$ cat config.mk
export PLATFORM = sky130hd
export DESIGN_NAME = dynamic_multi2
export DESIGN_NICKNAME = d
export VERILOG_FILES = /design/src/rtl/dynamic_multi2_pkg.sv /design/src/rtl/dm2_fifo.sv /design/src/rtl/dynamic_multi2.sv
export SDC_FILE = /design/constraint.sdc
export NUM_CORES = 1
export LEC_CHECK = 0
export CAP_MARGIN = 30
export CELL_PAD_IN_SITES_DETAIL_PLACEMENT = 1
export CELL_PAD_IN_SITES_GLOBAL_PLACEMENT = 2
export CORE_AREA = 2 2 413 210
export CTS_BUF_LIST = sky130_fd_sc_hd__clkbuf_16
export DETAILED_ROUTE_END_ITERATION = 16
export DIE_AREA = 0 0 415 212
export GPL_TIMING_DRIVEN = 1
export PLACE_DENSITY_LB_ADDON = 0.08
export SYNTH_ARGS = -nofsm -noshare
export SYNTH_HDL_FRONTEND = slang
export SYNTH_SLANG_ARGS = --single-unit
export TNS_END_PERCENT = 10
$ cat constraint.sdc
create_clock -name Clk -period 4 [get_ports Clk]
set_input_delay 0.4 -clock Clk [delete_from_list [all_inputs] [get_ports Clk]]
set_output_delay 0.4 -clock Clk [all_outputs]
set_load 0.005 [all_outputs]
$ cat src/rtl/dynamic_multi2_pkg.sv
`default_nettype none
// ----------------------------------------------------------------------------
// dynamic_multi2_pkg : shared defaults and FSM encoding for dynamic_multi2
// Revision: 1.0
// ----------------------------------------------------------------------------
package dynamic_multi2_pkg;

  localparam int DM2_DATA_W = 32;
  localparam int DM2_DEPTH  = 8;
  localparam int DM2_PTR_W  = $clog2(DM2_DEPTH);

  typedef enum logic [0:0] {
    IDLE = 1'b0,
    BUSY = 1'b1
  } state_e;

endpackage : dynamic_multi2_pkg
`default_nettype wire

$ cat src/rtl/dm2_fifo.sv
`default_nettype none
// ----------------------------------------------------------------------------
// dm2_fifo : synchronous FIFO, combinational head, registered full flag
// Revision: 1.0
// ----------------------------------------------------------------------------
module dm2_fifo
  import dynamic_multi2_pkg::*;
#(
  parameter int W     = DM2_DATA_W,
  parameter int DEPTH = DM2_DEPTH,
  localparam int PTR_W = $clog2(DEPTH)
) (
  input  logic         clk_i,
  input  logic         rst_ni,
  input  logic         push_i,
  input  logic         pop_i,
  input  logic [W-1:0] din_i,
  output logic [W-1:0] dout_o,
  output logic         full_o,
  output logic         empty_o
);

  logic [W-1:0]     mem_q [DEPTH];
  logic [PTR_W-1:0] wr_ptr_q, rd_ptr_q;
  logic [PTR_W:0]   count_q, count_d;
  logic             full_q;
  logic             do_push, do_pop;

  // A full FIFO drops the push even when a pop frees a slot in the same edge.
  assign do_push = push_i && !full_q;
  assign do_pop  = pop_i && (count_q != '0);

  always_comb begin
    count_d = count_q;
    case ({do_push, do_pop})
      2'b10:   count_d = count_q + 1'b1;
      2'b01:   count_d = count_q - 1'b1;
      default: count_d = count_q;
    endcase
  end

  always_ff @(posedge clk_i) begin
    if (!rst_ni) begin
      wr_ptr_q <= '0;
      rd_ptr_q <= '0;
      count_q  <= '0;
      full_q   <= 1'b0;
    end else begin
      if (do_push) wr_ptr_q <= wr_ptr_q + 1'b1;
      if (do_pop)  rd_ptr_q <= rd_ptr_q + 1'b1;
      count_q <= count_d;
      full_q  <= (count_d == (PTR_W+1)'(DEPTH));
    end
  end

  always_ff @(posedge clk_i) begin
    if (do_push) mem_q[wr_ptr_q] <= din_i;
  end

  assign dout_o  = mem_q[rd_ptr_q];
  assign full_o  = full_q;
  assign empty_o = (count_q == '0);

endmodule : dm2_fifo
`default_nettype wire

$ cat src/rtl/dynamic_multi2.sv
`default_nettype none
// ----------------------------------------------------------------------------
// dynamic_multi2 : dual-FIFO buffered shift-add multiplier, operand-dependent latency
// Revision: 1.0
// ----------------------------------------------------------------------------
module dynamic_multi2
  import dynamic_multi2_pkg::*;
#(
  parameter int DATA_W = DM2_DATA_W,
  parameter int DEPTH  = DM2_DEPTH
) (
  input  logic              Clk,
  input  logic              Rst,
  input  logic [DATA_W-1:0] dataIn0,
  input  logic [DATA_W-1:0] dataIn1,
  input  logic              bufferRD,
  input  logic              bufferEN,
  input  logic              mStart,
  output logic              mReady,
  output logic [DATA_W-1:0] dataOutMSB,
  output logic [DATA_W-1:0] dataOutLSB,
  output logic              FULL0,
  output logic              FULL1
);

  state_e                state_q, state_d;
  logic [2*DATA_W-1:0]   a_q, a_d, p_q, p_d, p_sum;
  logic [DATA_W-1:0]     b_q, b_d, msb_q, msb_d, lsb_q, lsb_d;
  logic [DATA_W-1:0]     head0, head1;
  logic                  empty0, empty1;
  logic                  push, accept;

  assign push   = bufferEN && !bufferRD;
  assign accept = mStart && (state_q == IDLE) && !empty0 && !empty1;

  dm2_fifo #(.W(DATA_W), .DEPTH(DEPTH)) u_fifo0 (
    .clk_i  (Clk),
    .rst_ni (Rst),
    .push_i (push),
    .pop_i  (accept),
    .din_i  (dataIn0),
    .dout_o (head0),
    .full_o (FULL0),
    .empty_o(empty0)
  );

  dm2_fifo #(.W(DATA_W), .DEPTH(DEPTH)) u_fifo1 (
    .clk_i  (Clk),
    .rst_ni (Rst),
    .push_i (push),
    .pop_i  (accept),
    .din_i  (dataIn1),
    .dout_o (head1),
    .full_o (FULL1),
    .empty_o(empty1)
  );

  assign p_sum = b_q[0] ? (p_q + a_q) : p_q;

  always_comb begin
    state_d = state_q;
    a_d     = a_q;
    b_d     = b_q;
    p_d     = p_q;
    msb_d   = msb_q;
    lsb_d   = lsb_q;
    case (state_q)
      IDLE: begin
        if (accept) begin
          a_d     = {{DATA_W{1'b0}}, head0};
          b_d     = head1;
          p_d     = '0;
          state_d = BUSY;
        end
      end
      BUSY: begin
        p_d = p_sum;
        a_d = a_q << 1;
        b_d = b_q >> 1;
        // Stop once no multiplier bits remain; B=0 still takes one pass.
        if ((b_q >> 1) == '0) begin
          {msb_d, lsb_d} = p_sum;
          state_d        = IDLE;
        end
      end
      default: state_d = IDLE;
    endcase
  end

  always_ff @(posedge Clk) begin
    if (!Rst) begin
      state_q <= IDLE;
      a_q     <= '0;
      b_q     <= '0;
      p_q     <= '0;
      msb_q   <= '0;
      lsb_q   <= '0;
    end else begin
      state_q <= state_d;
      a_q     <= a_d;
      b_q     <= b_d;
      p_q     <= p_d;
      msb_q   <= msb_d;
      lsb_q   <= lsb_d;
    end
  end

  assign mReady     = (state_q == IDLE);
  assign dataOutMSB = msb_q;
  assign dataOutLSB = lsb_q;

endmodule : dynamic_multi2
`default_nettype wire

==> metrics, run 1 <==
status completed; fin crit period 3.84 ns; Iter 0 DRT Violations 1648; CP Max Fanout 3; Power Density 427 nW/um^2; first-pass GRT wire length 144 mm; P_leak 12.6 nW; worst r2r path cells 15; Top FF cell, synth edfxtp_1; critical path's top delay family compound AO/OA/AOI/OAI gates; P_int 12.5 mW; setup slack, reg-to-reg 0.16 ns; router iterations before antenna repair 5; count of cell types in the netlist 64; Num CTS Buffers 73; via count 21100; Crit. End Element flip-flop; DRT antenna net count 0; Area Growth Syn to Fin 15.8%; worst hold-check path type input port to flip-flop; die width 415 um; Post-synth EDFFs 512; GRT Total Usage 21.8%; Place WS -0.0180 ns; flops & latches, synth 765; ys async rst share 0%; WP data arrival 4.42 ns; drt wl/cell 25.3 um; Peak Freq 260 MHz; Synth Cell Area 32700 sq um; Sw Share 22.7%; die area 88000 sq um; crit-path cells ha_1, inv_1, fa_1, nand2b_1, a21oi_1, o21ai_0, a21oi_1, o31ai_2, a21oi_2, a31oi_2, buf_4, o41a_1, xnor2_1, nand2_1, a21oi_1; fin worst setup slack 0.159 ns; clock slew at reported path FFs 0.07 ns; Final Cycle Share 96.0%; critical path depth in cells 15; clock share of power 42.2%; ranking of synthesized cells by area edfxtp_1, dfxtp_1, mux4_2, nor2_1, mux2i_1; CTS sink cnt 765; post-route clock skew 0.0179 ns; initial antenna violation count 2; vias in the first global route 21700; HPWL Detailed 63.3 mm; CP max stage delay 0.42 ns; endpoints failing hold 0; Total Wirelength 95.3 mm; Starting Density 38.6%; Fill cells 8605; switching power 3.68 mW; CTS Buffer Depth 3; DIE HEIGHT 212 um; Hold Buf Count CTS 0; top cell type's share of synthesized area 47.0%; RD Place Congestion 0.858; Max VDD drop 0.275 mV; Post-Synthesis Cells 2459; crit path buf inv count 2; Max Cap Viol 0; critical path class flip-flop to flip-flop; final max-slew violation count 0; CP required 4.58 ns; Avg Cell Area, Syn 13.3 sq um; Tightest Pin Transition 0.968 ns; Port Buffers 135; RSZ-0062 raised after global routing true; post-synthesis sequential area ratio 62.4%; type of origin of the critical path flip-flop; # diodes 0; total gr overflow 0; cell count of the worst hold path 3; Comb pwr share 4.8%; Hold Slack 0.284 ns; Via density 5.60; H-Tree Depth 3; row count 76; slowest library cell on the worst path o41a_1; Remaining DRCs 0; cell taking the most area after synthesis edfxtp_1; Clock Latency Late Sink 0.66 ns; # IOs 136; CORE AREA 84800 sq um; Root Buffer clkbuf_16; syn nets 2602; sequential share of power 53.1%; largest net degree at the start of global routing 108; layout cell share with drive strength beyond 1 13.2%; synth warn 0; worst rel slew slack 35.5%; CTS tree built; Nets 2719; endpoints failing setup 0; most numerous cell on the critical path a21oi_1
-- synth_stat cells (all sizes together) (13+ instances only) --
cell and count:
a221oi 63, nand3 33, mux2i 99, a21oi 193, ha 72, nor3 22, and3 37, a22o 16
buf 30, nor2 291, clkbuf 125, or3 13, dfxtp 253, xnor2 43, a21o 32, and2 19
a211oi 33, inv 29, xor2 32, o21bai 17, o21ai 94, nand4 24, nand2 128, edfxtp 512
mux4 128, a31oi 17
-- power by group through the flow --
stage                     Sequential [mW]  Combinational, mW  Clock [mW]
after floorplan                      8.73              0.423           0
after global placement               8.76              0.761           0
after detailed placement             8.77              0.783           0
after CTS                            8.60              0.786        7.02
after global routing                 8.61              0.845        7.31
final                                8.60              0.772        6.83
-- worst min-delay path, delay by kind of cell --
family                 cells  cell delay [ns]
buffers and inverters      2             0.32
and+or+nand+nor            1             0.15
-- cell type report --
cell class / instances / area [sq um] / area share [%]
well taps: 1131 / 1420 / 3.73
repair buffers: 197 / 1870 / 4.95
inverters: 30 / 118 / 0.310
clock inverters: 62 / 459 / 1.21
clock buffers: 73 / 1830 / 4.82
multi-input cells: 1509 / 11700 / 31.0
flip-flops and latches: 765 / 20500 / 54.0
-- kinds of logic (layout without fill, tap and decap cells) --
family,count (synthesis),in the layout,synth area share (%)
flip-flops,765,765,62.4
AND/OR/NAND/NOR,610,610,8.37
AO/OA/AOI/OAI,520,520,10.2
multiplexers,230,230,11.9
buffers and inverters,185,362,2.13
XOR/XNOR,75,75,2.01
adder cells (fa/ha/maj),74,74,2.87
-- flip-flops by register name, indices dropped and copies added (netlist names), named ones only --
signal            count
a_q                  64
b_q                  32
dataOutLSB           32
dataOutMSB           32
p_q                  64
state_q               1
u_fifo0.count_q       4
u_fifo0.full_o        1
u_fifo0.mem_q       256
u_fifo0.rd_ptr_q      3
u_fifo0.wr_ptr_q      3
u_fifo1.count_q       4
u_fifo1.full_o        1
u_fifo1.mem_q       256
u_fifo1.rd_ptr_q      3
u_fifo1.wr_ptr_q      3
-- path summary, 6_finish.rpt --
check / start / endpoint
max: a_q[0]$_SDFFE_PN0P_ / dataOutMSB[22]$_SDFFE_PN0P_
min: Rst / a_q[28]$_SDFFE_PN0P_
max reg2reg: a_q[0]$_SDFFE_PN0P_ / dataOutMSB[22]$_SDFFE_PN0P_
min reg2reg: dataOutLSB[8]$_SDFFE_PN0P_ / dataOutLSB[8]$_SDFFE_PN0P_
-- what timing repair did --
action,in CTS,in global routing
gates resized for setup,1,2
pin swaps,0,2
buffers inserted,0,0
setup endpoints to repair,2,16
gates cloned,0,0
-- cells in the final DEF, fill, tap and decap left out, types with 37 or more instances in the layout --
| cell type | instances |
|---|---|
| and3_1 | 37 |
| clkdlybuf4s50_1 | 134 |
| clkbuf_16 | 73 |
| edfxtp_1 | 512 |
| o21ai_0 | 92 |
| buf_4 | 57 |
| mux4_2 | 128 |
| ha_1 | 72 |
| dfxtp_1 | 245 |
| mux2i_1 | 99 |
| nand2_1 | 125 |
| xnor2_1 | 43 |
| a21oi_1 | 190 |
| inv_1 | 46 |
| nor2_1 | 282 |
| a221oi_1 | 62 |
-- metal layers --
layer  vias up  track usage (%)  share of wire (%)
met2       415             30.5                 41
met4         2             4.08                1.5
met5         -                0              0.017
met3        94             3.83                4.8
met1     11000             35.1                 53
li1       9622                -                  -
-- through the flow --
stage | std cells | util [%] | instance area (sq um) | setup TNS [ns] | power, mW
floorplan | 2459 | - | 32700 | 0 | 9.16
global placement | 3632 | 42.0 | 35600 | -0.00239 | 9.53
detailed placement | 3632 | 42.0 | 35600 | -0.0180 | 9.56
CTS | 3767 | 44.7 | 37900 | 0 | 16.4
global route | 3767 | 44.7 | 37900 | -0.144 | 16.8
finish | 3767 | 44.7 | 37900 | 0 | 16.2
Note: power is estimated with default switching activity, not from simulation.
==> inputs of run 2 (changes only) <==
--- a/config.mk
+++ b/config.mk
@@ -14,6 +14,7 @@
 export DIE_AREA = 0 0 415 212
 export GPL_TIMING_DRIVEN = 1
 export PLACE_DENSITY_LB_ADDON = 0.08
+export RECOVER_POWER = 25
 export SYNTH_ARGS = -nofsm -noshare
 export SYNTH_HDL_FRONTEND = slang
 export SYNTH_SLANG_ARGS = --single-unit
==> metrics, run 2 (synthesized netlist as in run 1, its figures left out) <==
Total Wirelength 95.3 mm (about the same); worst hold-check path type input port to flip-flop; # IOs 136 (unchanged); Crit. End Element flip-flop; fin crit period 3.83 ns (-0.0128 ns); endpoints failing setup 0 (unchanged); Starting Density 38.6% (unchanged); die area 88000 sq um (unchanged); Nets 2719 (unchanged); commonest non-fill, non-tap cell in the layout edfxtp_1; CTS Buffer Depth 3 (unchanged); CTS tree built; row count 76 (unchanged); total gr overflow 0 (unchanged); Root Buffer clkbuf_16; via count 21000 (-0.18%); status completed; Clock Latency Late Sink 0.66 ns (about the same); Fill cells 8605 (unchanged); H-Tree Depth 3 (unchanged); HPWL Detailed 63.3 mm (unchanged); Via density 5.59 (-0.18%); Max VDD drop 0.274 mV (-0.40%); WP data arrival 4.38 ns (-0.04 ns); GRT Total Usage 21.8% (unchanged); Final Non-Filler Cells 3767 (unchanged); layout cell share with drive strength beyond 1 13.2% (unchanged); initial antenna violation count 3 (+1); endpoints failing hold 0 (unchanged); Tightest Pin Transition 0.962 ns (-0.00617 ns); clock slew at reported path FFs 0.07 ns (about the same); worst rel slew slack 35.9% (+0.41 points); Power Density 427 nW/um^2 (about the same); Num CTS Buffers 73 (unchanged); most frequent cells in the layout edfxtp_1, nor2_1, dfxtp_1; RSZ-0062 raised after global routing true; P_leak 12.6 nW (about the same); DRT antenna net count 0 (unchanged); die width 415 um (unchanged); critical path class flip-flop to flip-flop; Iter 0 DRT Violations 1680 (+1.9%); vias in the first global route 21700 (unchanged); largest net degree at the start of global routing 108 (unchanged); Post-Place Cells 3632 (unchanged); FF/Latch Area 20500 sq um (unchanged); CORE AREA 84800 sq um (unchanged); Regs by FF count u_fifo0.mem_q x256, u_fifo1.mem_q x256; CP required 4.55 ns (-0.03 ns); Max Cap Viol 0 (unchanged); Remaining DRCs 0 (unchanged); number of post-CTS setup repair buffers 0 (unchanged); type of origin of the critical path flip-flop; Port Buffers 135 (unchanged); Hold Buf Count CTS 0 (unchanged); drt wl/cell 25.3 um (about the same); post-route clock skew 0.0186 ns (+0.000710 ns); final max-slew violation count 0 (unchanged); Peak Freq 261 MHz (+0.33%); router iterations before antenna repair 5 (unchanged); CP Max Fanout 3 (unchanged); Util after Layout 44.7% (unchanged); CTS sink cnt 765 (unchanged); Area Growth Syn to Fin 15.8% (unchanged); first-pass GRT wire length 144 mm (unchanged); # diodes 0 (unchanged); area of the multi-input gates 11700 sq um (unchanged); DIE HEIGHT 212 um (unchanged); Final Cycle Share 95.7% (-0.32 points); RD Place Congestion 0.858 (unchanged)
==> run 2: area by class of cell <==
class	instances	area share, %
multi-input cells	1509	31.0
inverters	30	0.310
repair buffers	197	4.95
flip-flops and latches	765	54.0
clock inverters	62	1.21
clock buffers	73	4.82
well taps	1131	3.73
==> run 2: worst max-delay path, cell delays in order, from the launching register on <==
cell	delay, ns
dfxtp_1	0.36
ha_1	0.20
inv_1	0.07
fa_1	0.40
nand2b_1	0.18
a21oi_1	0.19
buf_4	0.15
o21bai_1	0.14
o211ai_2	0.31
a21oi_2	0.18
o41ai_4	0.40
a221oi_2	0.13
o21a_2	0.28
o41ai_2	0.31
xnor2_1	0.13
a311oi_1	0.29
==> run 2: timing repair <==
| action | 4_1_cts | 5_1_grt |
|---|---|---|
| gates resized for setup | 1 | 2 |
| setup endpoints to repair | 2 | 16 |
| pin swaps | 0 | 2 |
==> run 2: final timing paths <==
| path | from | end | slack [ns] | depth (start not counted) |
|---|---|---|---|---|
| worst min-delay path | Rst | a_q[28]$_SDFFE_PN0P_ | 0.28 | 3 |
| worst max-delay path | a_q[0]$_SDFFE_PN0P_ | dataOutMSB[28]$_SDFFE_PN0P_ | 0.17 | 15 |
| worst min register to register | dataOutLSB[8]$_SDFFE_PN0P_ | dataOutLSB[8]$_SDFFE_PN0P_ | 0.47 | 2 |
| worst max register to register | a_q[0]$_SDFFE_PN0P_ | dataOutMSB[28]$_SDFFE_PN0P_ | 0.17 | 15 |
==> run 2: per-stage QoR <==
step / hold WS (ns) / power, mW / area [sq um] / TNS [ns] / setup slack [ns]
2_1_floorplan: 0.444 / 9.16 / 32700 / 0 / 0.182
3_3_place_gp: 0.454 / 9.53 / 35600 / -0.00239 / -0.00239
3_5_place_dp: 0.472 / 9.56 / 35600 / -0.0180 / -0.0180
4_1_cts: 0.257 / 16.4 / 37900 / 0 / 0.0443
5_1_grt: 0.284 / 16.8 / 37900 / -0.144 / -0.0818
6_report: 0.282 / 16.2 / 37900 / 0 / 0.172
==> run 2: per-layer routing <==
layer,track usage [%],up-vias,share of wire [%]
met1,35.1,10900,53
met5,0,-,0.017
met2,30.5,384,41
met3,3.83,90,4.7
li1,-,9624,-
met4,4.08,2,1.4
==> run 2: power breakdown <==
| part | internal, mW | total (mW) | switching, mW |
|---|---|---|---|
| sequential | 8.52 | 8.60 | 0.0761 |
| combinational | 0.303 | 0.764 | 0.461 |
| clock | 3.68 | 6.83 | 3.14 |
==> inputs of run 3 (changes only) <==
--- a/config.mk
+++ b/config.mk
@@ -8,10 +8,10 @@
 export CAP_MARGIN = 30
 export CELL_PAD_IN_SITES_DETAIL_PLACEMENT = 1
 export CELL_PAD_IN_SITES_GLOBAL_PLACEMENT = 2
-export CORE_AREA = 2 2 413 210
+export CORE_AREA = 2 2 293 295
 export CTS_BUF_LIST = sky130_fd_sc_hd__clkbuf_16
 export DETAILED_ROUTE_END_ITERATION = 16
-export DIE_AREA = 0 0 415 212
+export DIE_AREA = 0 0 295 297
 export GPL_TIMING_DRIVEN = 1
 export PLACE_DENSITY_LB_ADDON = 0.08
 export RECOVER_POWER = 25
==> metrics, run 3 (synthesized netlist as in run 1, its figures left out) <==
status completed; sequential share of power 51.6% (-1.5 points); P_leak 12.8 nW (+1.4%); H-Tree Depth 3 (unchanged); clock slew at reported path FFs 0.06 ns (about the same); Comb pwr share 4.5% (-0.2 points); HPWL Detailed 57.2 mm (-9.6%); CP Max Fanout 4 (+1); commonest non-fill, non-tap cell in the layout edfxtp_1; DRT antenna net count 0 (unchanged); worst rel slew slack 34.1% (-1.8 points); number of post-CTS setup repair buffers 0 (unchanged); slowest library cell on the worst path o41ai_4; Total Wirelength 89.4 mm (-6.1%); Final Non-Filler Cells 3797 (+0.80%); router iterations before antenna repair 5 (unchanged); setup slack, reg-to-reg 0.29 ns (+0.12 ns); most frequent cells in the layout edfxtp_1, nor2_1, dfxtp_1; drt wl/cell 23.6 um (-6.9%); fin crit period 3.71 ns (-0.122 ns); layout cell share with drive strength beyond 1 13.3% (+0.12 points); die width 295 um (-29%); cell count of the worst hold path 3 (unchanged); Tightest Pin Transition 0.988 ns (+0.0264 ns); Sw Share 22.2% (-0.57 points); # IOs 136 (unchanged); Hold EP a_q[39]$_SDFFE_PN0P_; crit-path cells ha_1, inv_1, fa_1, nand2b_1, a21oi_2, o21bai_1, o211ai_2, a21oi_2, o41ai_4, a221oi_2, o21a_2, o41ai_2, xnor2_1, a311oi_1; Peak Freq 270 MHz (+3.3%); Regs by FF count u_fifo0.mem_q x256, u_fifo1.mem_q x256; RSZ-0062 raised after global routing false; DIE HEIGHT 297 um (+40%); Starting Density 38.7% (+0.16 points); clock share of power 44.0% (+1.8 points); P_int 13.0 mW (+3.8%); type of origin of the critical path flip-flop; worst hold-check path type input port to flip-flop; first-pass GRT wire length 138 mm (-3.6%); Area Growth Syn to Fin 17.0%; post-route clock skew 0.0164 ns (-0.00217 ns); most numerous cell on the critical path a21oi_2; Max Cap Viol 0 (unchanged); Crit Reg-Reg Startpoint a_q[0]$_SDFFE_PN0P_; Hold Slack 0.328 ns (+0.0460 ns); Remaining DRCs 0 (unchanged); total power 16.7 mW (+3.1%); Crit. End Element flip-flop; via count 20700 (-1.6%); initial antenna violation count 11 (+8); Nets 2725 (+0.22%); worst r2r dst dataOutMSB[28]$_SDFFE_PN0P_; CTS Buffer Depth 3 (unchanged); hold path start Rst; Iter 0 DRT Violations 1269 (-24%); Clock Latency Late Sink 0.63 ns (-0.03 ns); switching power 3.70 mW (+0.47%); Root Buffer clkbuf_16; die area 87600 sq um (-0.41%); total gr overflow 0 (unchanged); largest net degree at the start of global routing 115 (+6.5%); vias in the first global route 22300 (+3.0%); Util after Layout 45.3% (+0.66 points); Power Density 436 nW/um^2 (+2.0%); CORE AREA 84500 sq um (-0.41%); CP required 4.52 ns (-0.03 ns); worst r2r path cells 14 (-1); critical path class flip-flop to flip-flop; Via density 5.46 (-2.4%); Post-Place Cells 3640 (+0.22%); CTS sink cnt 765 (unchanged); WP data arrival 4.23 ns (-0.15 ns); Max VDD drop 0.283 mV (+3.1%); endpoints failing setup 0 (unchanged); Fill cells 8484 (-1.4%); row count 107 (+41%); Final Cycle Share 92.7% (-3.0 points); RD Place Congestion 0.810 (-5.5%); CTS tree built; final max-slew violation count 0 (unchanged); CP max stage delay 0.43 ns (+0.03 ns); TNS Setup 0 ns (unchanged); Num CTS Buffers 84 (+15%); GRT Total Usage 20.6% (-1.2 points); endpoints failing hold 0 (unchanged); Port Buffers 135 (unchanged)
-- run 3: metrics by stage --
step / cell area [sq um] / worst slack (ns)
global placement: 35600 / 0.260
detailed placement: 35700 / 0.195
floorplan: 32700 / 0.182
CTS: 38300 / 0.148
finish: 38300 / 0.294
global route: 38300 / 0.0456
-- run 3: critical path: cells and delay by family, from the launching register on --
kind | cells | cell delay (ns)
flip-flops | 1 | 0.36
buffers and inverters | 1 | 0.05
XOR/XNOR | 1 | 0.13
AO/OA/AOI/OAI | 9 | 2.28
AND/OR/NAND/NOR | 1 | 0.20
adder cells (fa/ha/maj) | 2 | 0.57
-- run 3: per-layer routing --
layer,routed length [um],track usage (%),up-vias
met4,1970,5.93,8
met5,51,0,-
met2,42300,33.4,350
met1,41500,28.8,10600
li1,-,-,9637
met3,3600,3.03,123
-- run 3: power by group through the flow --
stage / Sequential (mW) / Combinational [mW] / Clock, mW
floorplan: 8.73 / 0.423 / 0
global placement: 8.77 / 0.745 / 0
detailed placement: 8.77 / 0.769 / 0
CTS: 8.60 / 0.772 / 7.54
global route: 8.61 / 0.822 / 7.85
finish: 8.60 / 0.748 / 7.33
-- run 3: area by class of cell --
type | instances | area (sq um) | share of cell area [%]
Inverter | 30 | 118 | 0.307
Clock inverter | 67 | 438 | 1.14
Sequential cell | 765 | 20500 | 53.4
Antenna cell | 4 | 10.0 | 0.0261
Tap cell | 1144 | 1430 | 3.74
Multi-Input combinational cell | 1509 | 11700 | 30.6
Timing Repair Buffer | 192 | 1950 | 5.10
Clock buffer | 86 | 2150 | 5.62
-- run 3: worst max path at each step --
stage,depth (start not counted),endpoint,from,slack [ns]
after global placement,15,dataOutMSB[22]$_SDFFE_PN0P_,a_q[0]$_SDFFE_PN0P_,0.26
after CTS,14,dataOutMSB[28]$_SDFFE_PN0P_,a_q[0]$_SDFFE_PN0P_,0.15
final,14,dataOutMSB[28]$_SDFFE_PN0P_,a_q[0]$_SDFFE_PN0P_,0.29
after global routing,13,dataOutMSB[10]$_SDFFE_PN0P_,a_q[5]$_SDFFE_PN0P_,0.05
after floorplan,3,u_fifo0.mem_q[2][0]$_DFFE_PP_,bufferRD,0.18
after detailed placement,14,dataOutMSB[28]$_SDFFE_PN0P_,a_q[0]$_SDFFE_PN0P_,0.19
-- run 3: what timing repair did --
action                                  CTS  global route
gates resized for setup                   0             2
endpoints found under the setup margin    0             3
hold buffers                              0             0
